<file path="config.mk">
export PLATFORM = sky130hd
export DESIGN_NAME = ifetch_ctrl
export DESIGN_NICKNAME = d
export VERILOG_FILES = /design/src/rtl/ifetch_ctrl_pkg.sv /design/src/rtl/ifetch_ctrl.sv
export SDC_FILE = /design/constraint.sdc
export NUM_CORES = 1
export LEC_CHECK = 0
export BUFFER_PORTS_ARGS = -buffer_cell sky130_fd_sc_hd__clkbuf_2
export CAP_MARGIN = 20
export CORE_ASPECT_RATIO = 1.2
export CORE_MARGIN = 3
export CORE_UTILIZATION = 48
export DETAILED_ROUTE_END_ITERATION = 7
export PLACE_DENSITY = 0.8
export SYNTH_ARGS = -nofsm -noshare
export SYNTH_HDL_FRONTEND = slang
export SYNTH_SLANG_ARGS = --single-unit
</file>
<file path="constraint.sdc">
create_clock -name clk -period 1.65 [get_ports clk]
set_input_delay 0.495 -clock clk [delete_from_list [all_inputs] [get_ports clk]]
set_output_delay 0.495 -clock clk [all_outputs]
set_load 0.01 [all_outputs]
</file>
<file path="src/rtl/ifetch_ctrl_pkg.sv">
// Shared CPU fetch definitions: default widths, word step and fetch FSM states.
package ifetch_ctrl_pkg;

  localparam int unsigned IF_ADDR_W  = 12;
  localparam int unsigned IF_DATA_W  = 32;
  localparam int unsigned IF_PC_STEP = 4;

  typedef enum logic {
    ST_FETCH  = 1'b0,
    ST_HALTED = 1'b1
  } if_state_e;

endpackage

</file>
<file path="src/rtl/ifetch_ctrl.sv">
// Instruction fetch controller: walks the PC through an external instruction
// memory and presents one registered instruction at a time to the consumer.
module ifetch_ctrl
  import ifetch_ctrl_pkg::*;
#(
  parameter int unsigned           ADDR_W   = IF_ADDR_W,
  parameter int unsigned           DATA_W   = IF_DATA_W,
  parameter logic [ADDR_W-1:0]     RESET_PC = '0
) (
  input  logic              clk,
  input  logic              rst_n,
  output logic [ADDR_W-1:0] im_addr,
  input  logic [DATA_W-1:0] im_data,
  input  logic              br_valid,
  input  logic [ADDR_W-1:0] br_target,
  input  logic              halt,
  input  logic              resume,
  output logic              out_valid,
  input  logic              out_ready,
  output logic [DATA_W-1:0] out_instr,
  output logic [ADDR_W-1:0] out_pc,
  output logic              halted,
  output logic [15:0]       fetch_cnt
);

  if_state_e         state_q, state_d;
  logic [ADDR_W-1:0] pc_q, pc_d;
  logic              valid_q, valid_d;
  logic [DATA_W-1:0] instr_q, instr_d;
  logic [ADDR_W-1:0] opc_q, opc_d;
  logic [15:0]       cnt_q, cnt_d;
  logic              capture;

  always_comb begin
    state_d = state_q;
    pc_d    = pc_q;
    valid_d = valid_q;
    instr_d = instr_q;
    opc_d   = opc_q;
    cnt_d   = cnt_q;
    capture = (state_q == ST_FETCH) && !br_valid && !halt && (!valid_q || out_ready);

    // A redirect flushes the output slot and overrides both capture and consume.
    if (br_valid) begin
      pc_d    = {br_target[ADDR_W-1:2], 2'b00};
      valid_d = 1'b0;
    end else if (capture) begin
      instr_d = im_data;
      opc_d   = pc_q;
      valid_d = 1'b1;
      pc_d    = pc_q + ADDR_W'(IF_PC_STEP);
      cnt_d   = cnt_q + 16'd1;
    end else if (valid_q && out_ready) begin
      valid_d = 1'b0;
    end

    if (halt) begin
      state_d = ST_HALTED;
    end else if ((state_q == ST_HALTED) && resume) begin
      state_d = ST_FETCH;
    end
  end

  always_ff @(posedge clk or negedge rst_n) begin
    if (!rst_n) begin
      state_q <= ST_FETCH;
      pc_q    <= RESET_PC;
      valid_q <= 1'b0;
      instr_q <= '0;
      opc_q   <= '0;
      cnt_q   <= '0;
    end else begin
      state_q <= state_d;
      pc_q    <= pc_d;
      valid_q <= valid_d;
      instr_q <= instr_d;
      opc_q   <= opc_d;
      cnt_q   <= cnt_d;
    end
  end

  assign im_addr   = pc_q;
  assign out_valid = valid_q;
  assign out_instr = instr_q;
  assign out_pc    = opc_q;
  assign halted    = (state_q == ST_HALTED);
  assign fetch_cnt = cnt_q;

endmodule

</file>
After elaboration in Yosys (flattened, before gate mapping)
Index checks and enable logic that the tools add are counted.
{"block": "totals", "reg_bits": 74, "latchBits": 0, "mem_bits_rw": 0, "rom_bits": 0, "inputBits": 50, "output_inout_bits": 74, "n_memories": 0}
{"block": "op_classes", "add_sub_neg": 2, "n_mul": 0, "div": 0, "order_cmp": 0, "n_eq_ne": 0, "shift": 0, "muxes": 7, "bitwise_logic": 2, "n_reduce_logical": 13}
{"op": "$mux 12", "n": 2}
{"op": "$add 16x1->16 const B", "n": 1}
{"op": "$add 12x3->12 const B", "n": 1}
{"op": "$logic_and 1x1->1", "n": 5}
{"op": "$mux 1", "n": 5}
{"op": "$reduce_bool 2->1", "n": 2}
{"op": "$logic_not 1->1", "n": 3}
{"op": "$reduce_bool 3->1", "n": 1}
{"op": "$not 1->1", "n": 2}
{"op": "$reduce_and 2->1", "n": 1}
{"op": "$logic_or 1x1->1", "n": 1}

Logic depth before layout (Yosys ltp)
{"block": "logic_depth", "word_depth": 6, "ltp_mapped": 6}

Least setup slack after synthesis
OpenSTA, ideal clock, no wires.
{"block": "synth_timing", "kind": "in2reg", "from": "input port out_ready", "to": "register pc_q[8] (netlist: im_addr[8])", "arrival_ps": 1293, "required_time_ps": 1496, "setup_slack_ps": 202, "stages": 4, "n_path_buf": 0, "cell_sequence": "nand2b_1 > nand2_1 > o311ai_0 > o311ai_0"}
{"block": "synth_via", "elab_chain_cells": 3}
{"element": "start: declaration", "line_no": "ifetch_ctrl.sv:19", "source": "input logic out_ready,"}
{"element": "$logic_or 1x1->1", "line_no": "ifetch_ctrl.sv:41", "source": "capture = (state_q == ST_FETCH) && !br_valid && !halt && (!valid_q || out_ready);"}
{"element": "$logic_and 1x1->1", "line_no": "ifetch_ctrl.sv:41"}
{"element": "$reduce_bool 2->1 (no source line)"}
{"element": "end signal: assignment", "line_no": "ifetch_ctrl.sv:74", "source": "pc_q <= pc_d;"}
{"element": "end: declaration", "line_no": "ifetch_ctrl.sv:27", "source": "logic [ADDR_W-1:0] pc_q, pc_d;"}
No other way between the ends.
A chain may end at the register's enable or synchronous reset.

Worst setup path in the final report
{"block": "layout_timing", "from": "register state_q (netlist: halted)", "to": "register instr_q[26] (netlist: out_instr[26])"}
{"block": "layout_via", "elab_chain_cells": 5}
{"element": "start: declaration", "line_no": "ifetch_ctrl.sv:26", "source": "if_state_e state_q, state_d;"}
{"element": "start signal: assignment", "line_no": "ifetch_ctrl.sv:73", "source": "state_q <= state_d;"}
{"element": "$not 1->1", "line_no": "ifetch_ctrl.sv:41"}
{"element": "$logic_and 1x1->1 (3 in series)", "line_no": "ifetch_ctrl.sv:41"}
{"element": "$reduce_and 2->1 (no source line)"}
{"element": "end signal: assignment", "line_no": "ifetch_ctrl.sv:76", "source": "instr_q <= instr_d;"}
{"element": "end: declaration", "line_no": "ifetch_ctrl.sv:29", "source": "logic [DATA_W-1:0] instr_q, instr_d;"}
No other way between the ends.

==> flow_summary_export.csv <==
group,metric,value,unit
logic_synthesis,syn-cell-area,3010,µm²
power_and_ir_drop,internal_power,3.60,mW
cts,h-tree-depth,3,
sta,min_period,1.51,ns
logic_synthesis,yosysWarnings,0,
sta,rsz0062_at_grt,"no",
cts,cts_setup_buffers,0,
detailed_routing,drc,0,
sta,skew,0.0101,ns
hold_path,hp-class,"in -> async",
sta,final.period_utilization,91.8,%
detailed_routing,via_per_inst,4.91,
placed_design,io_buffers,117,
power_and_ir_drop,power_switching,1.44,mW
worst_setup_path,critPathRequiredTime,1.93,ns
power_and_ir_drop,combPwrFrac,19.5,%
detailed_routing,first_pass_iters,4,
worst_setup_path,crit_top_cell,"nand2_1",
sta,finalHoldViolations,0,
cts,cts_tree,"done",
cts,postCtsHoldBufs,0,
logic_synthesis,yosysSeqAreaShare,58.3,%
worst_setup_path,cp_cell_sequence,"nor3_4, and2_2, buf_4, nand2_1, nand2_1",
detailed_routing,ant_nets,0,
die,dieArea,7250,µm²
cts,clk_pin_slew,0.08,ns
global_routing,grt_pass1_vias,2600,
layout,fillers,476,
power_and_ir_drop,p_sw_share,28.5,%
worst_setup_path,crit_path_end_kind,"flip-flop",
sta,clock.fmax,0.660,GHz
die,die_x,78.3,µm
power_and_ir_drop,seqPwrFrac,44.9,%
worst_setup_path,arrival,1.79,ns
cts,numCtsBuffers,9,
layout,final_nets,493,
logic_synthesis,synthFlopType,"dfrtp_1",
detailed_routing,drtIter0Drc,110,
power_and_ir_drop,p_leak,2.18,nW
placed_design,hpwl,4980,µm
cts,postCtsResizedCells,0,
cts,clock_latency,0.34,ns
worst_setup_path,critical_path_class,"reg -> reg",
layout,fin_util,68.1,%
logic_synthesis,avgSynthCellArea,9.61,µm²
sta,whs,0.137,ns
detailed_routing,vias,2581,
cts,cts_buffer_depth,2,
logic_synthesis,synthCells,313,
worst_setup_path,crit_slowest_cell,"dfrtp_1",
logic_synthesis,synth_edf_count,0,
global_routing,grt_pass1_wl,12000,µm
layout,diodes,0,
layout,synthToLayoutAreaGrowth,32.7,%
worst_setup_path,start_kind,"flip-flop",
sta,setup_violations,0,
layout,drive_gt1_share,34.5,%
worst_setup_path,path_max_fanout,20,
power_and_ir_drop,clkPwrFrac,35.6,%
die,core,5860,µm²
worst_setup_path,max_stage_delay,0.44,ns
placed_design,place.gp.congestion,0.789,
worst_setup_path,cp_top_family,"simple AND/OR/NAND/NOR gates",
detailed_routing,wl_per_cell,13.3,µm
power_and_ir_drop,finalPower,5.04,mW
global_routing,grt_overflow,0,
worst_setup_path,crit_buf_inv,1,
global_routing,grt_start_max_net_pins,71,
power_and_ir_drop,pwr_density_cell,1260,nW/µm²
power_and_ir_drop,ir_drop,0.719,mV
die,die_h,92.7,µm
die,initial_core_util,51.3,%
flow_run,cap_violations,0,
sta,slew_violations,0,
logic_synthesis,yosys.cell_types.count,32,
cts,cts.sinks,70,
die,rows,30,
logic_synthesis,ys_seq_elements,70,
logic_synthesis,synthArstFlopShare,100,%
die,ios,124,
outcome,status,"completed",
global_routing,antenna_found_initial,0,
cts,cts-root-buf,"clkbuf_8",
detailed_routing,drt-total-wl,6970,µm
global_routing,grt_usage,20.8,%
## registers in the layout (all words and copies together) (netlist names)
register   count
out_instr     32
fetch_cnt     16
im_addr       10
out_pc        10
halted         1
out_valid      1
## cell usage after synthesis (2+ instances only)
master | instances | area (µm²)
nor2_1 | 2 | 7.51
clkbuf_1 | 3 | 11.3
nor3_2 | 2 | 20.0
o211ai_1 | 6 | 45.0
and3_1 | 2 | 12.5
buf_6 | 2 | 22.5
o311ai_0 | 8 | 70.1
and4_1 | 2 | 17.5
buf_4 | 8 | 60.1
buf_2 | 3 | 15.0
nor4_1 | 7 | 43.8
nand2_1 | 146 | 548
xor2_1 | 10 | 87.6
o21ai_0 | 4 | 20.0
ha_1 | 2 | 25.0
dfrtp_1 | 70 | 1750
inv_1 | 6 | 22.5
nand3_1 | 7 | 35.0
nor3_1 | 2 | 10.0
xnor2_1 | 6 | 52.6
nand4_1 | 4 | 25.0
## metal layers
layer | vias up | part of all wire [%] | global-route usage [%]
met4 | 0 | 2.5 | 10.5
met3 | 16 | 6.2 | 4.47
met5 | - | 0 | 0
met2 | 88 | 49 | 33.8
li1 | 1276 | - | -
met1 | 1201 | 42 | 26.3
## power groups by stage
stage | Combinational, mW | Sequential [mW] | Clock [mW]
global route | 1.11 | 2.31 | 1.91
floorplan | 0.346 | 2.42 | 0
detailed placement | 1.00 | 2.29 | 0
finish | 0.984 | 2.27 | 1.79
CTS | 1.00 | 2.26 | 1.84
global placement | 0.976 | 2.28 | 0
## worst reg2reg max path, cell delays in order (launching register included)
cell and delay [ns]:
dfrtp_1 0.44, nor3_4 0.25, and2_2 0.32, buf_4 0.28, nand2_1 0.09, nand2_1 0.07
## path summary, 6_finish.rpt
kind / from / end / slack, ns / cells after the start
max in group asynchronous: rst_n / im_addr[10] / 1.18 / 2
min in group clk: im_data[13] / out_instr[13] / 0.34 / 3
hold reg to reg: fetch_cnt[15] / fetch_cnt[15] / 0.47 / 1
setup reg to reg: halted / out_instr[26] / 0.14 / 5
hold / removal: rst_n / fetch_cnt[13] / 0.14 / 2
setup / recovery: halted / out_instr[26] / 0.14 / 5
## cell usage in the layout (no fill, tap or decap), drive strengths merged, types with 2 or more instances in the layout
master,instances
nand4,4
o21ai,4
ha,2
inv,6
o211ai,6
xnor2,6
buf,14
o311ai,8
and4,3
xor2,10
clkbuf,126
nor3,5
clkinv,2
dfrtp,70
nand3,8
conb,4
nor4,7
and3,2
nor2,2
nand2,147
bufinv,4
## per-stage QoR
stage / setup TNS (ns) / cell area [µm²] / cells / setup WS (ns)
floorplan: 0 / 3020 / 316 / 0.202
global placement: -0.00586 / 3720 / 510 / -0.00375
detailed placement: -0.590 / 3720 / 510 / -0.0538
CTS: 0 / 3980 / 526 / 0.0725
global route: 0 / 3990 / 526 / 0.00196
finish: 0 / 3990 / 526 / 0.136
## logic make-up after synthesis
family                   count (synthesis)  synth area share (%)
XOR/XNOR                                16                  4.66
adder cells (fa/ha/maj)                  2                 0.832
buffers and inverters                   22                  4.37
AND/OR/NAND/NOR                        180                  26.2
flip-flops                              70                  58.3
other                                    1                 0.125
AO/OA/AOI/OAI                           22                  5.54
## layout make-up
type,instances,area (µm²),share of cell area (%)
clock inverter,6,134,3.36
multi-input combinational,224,1140,28.6
inverter,6,22.5,0.565
clock buffer,10,128,3.20
tap,80,100,2.51
timing repair buffer,130,711,17.8
sequential,70,1750,43.9
No activity file was read; power rests on OpenSTA's default activity.
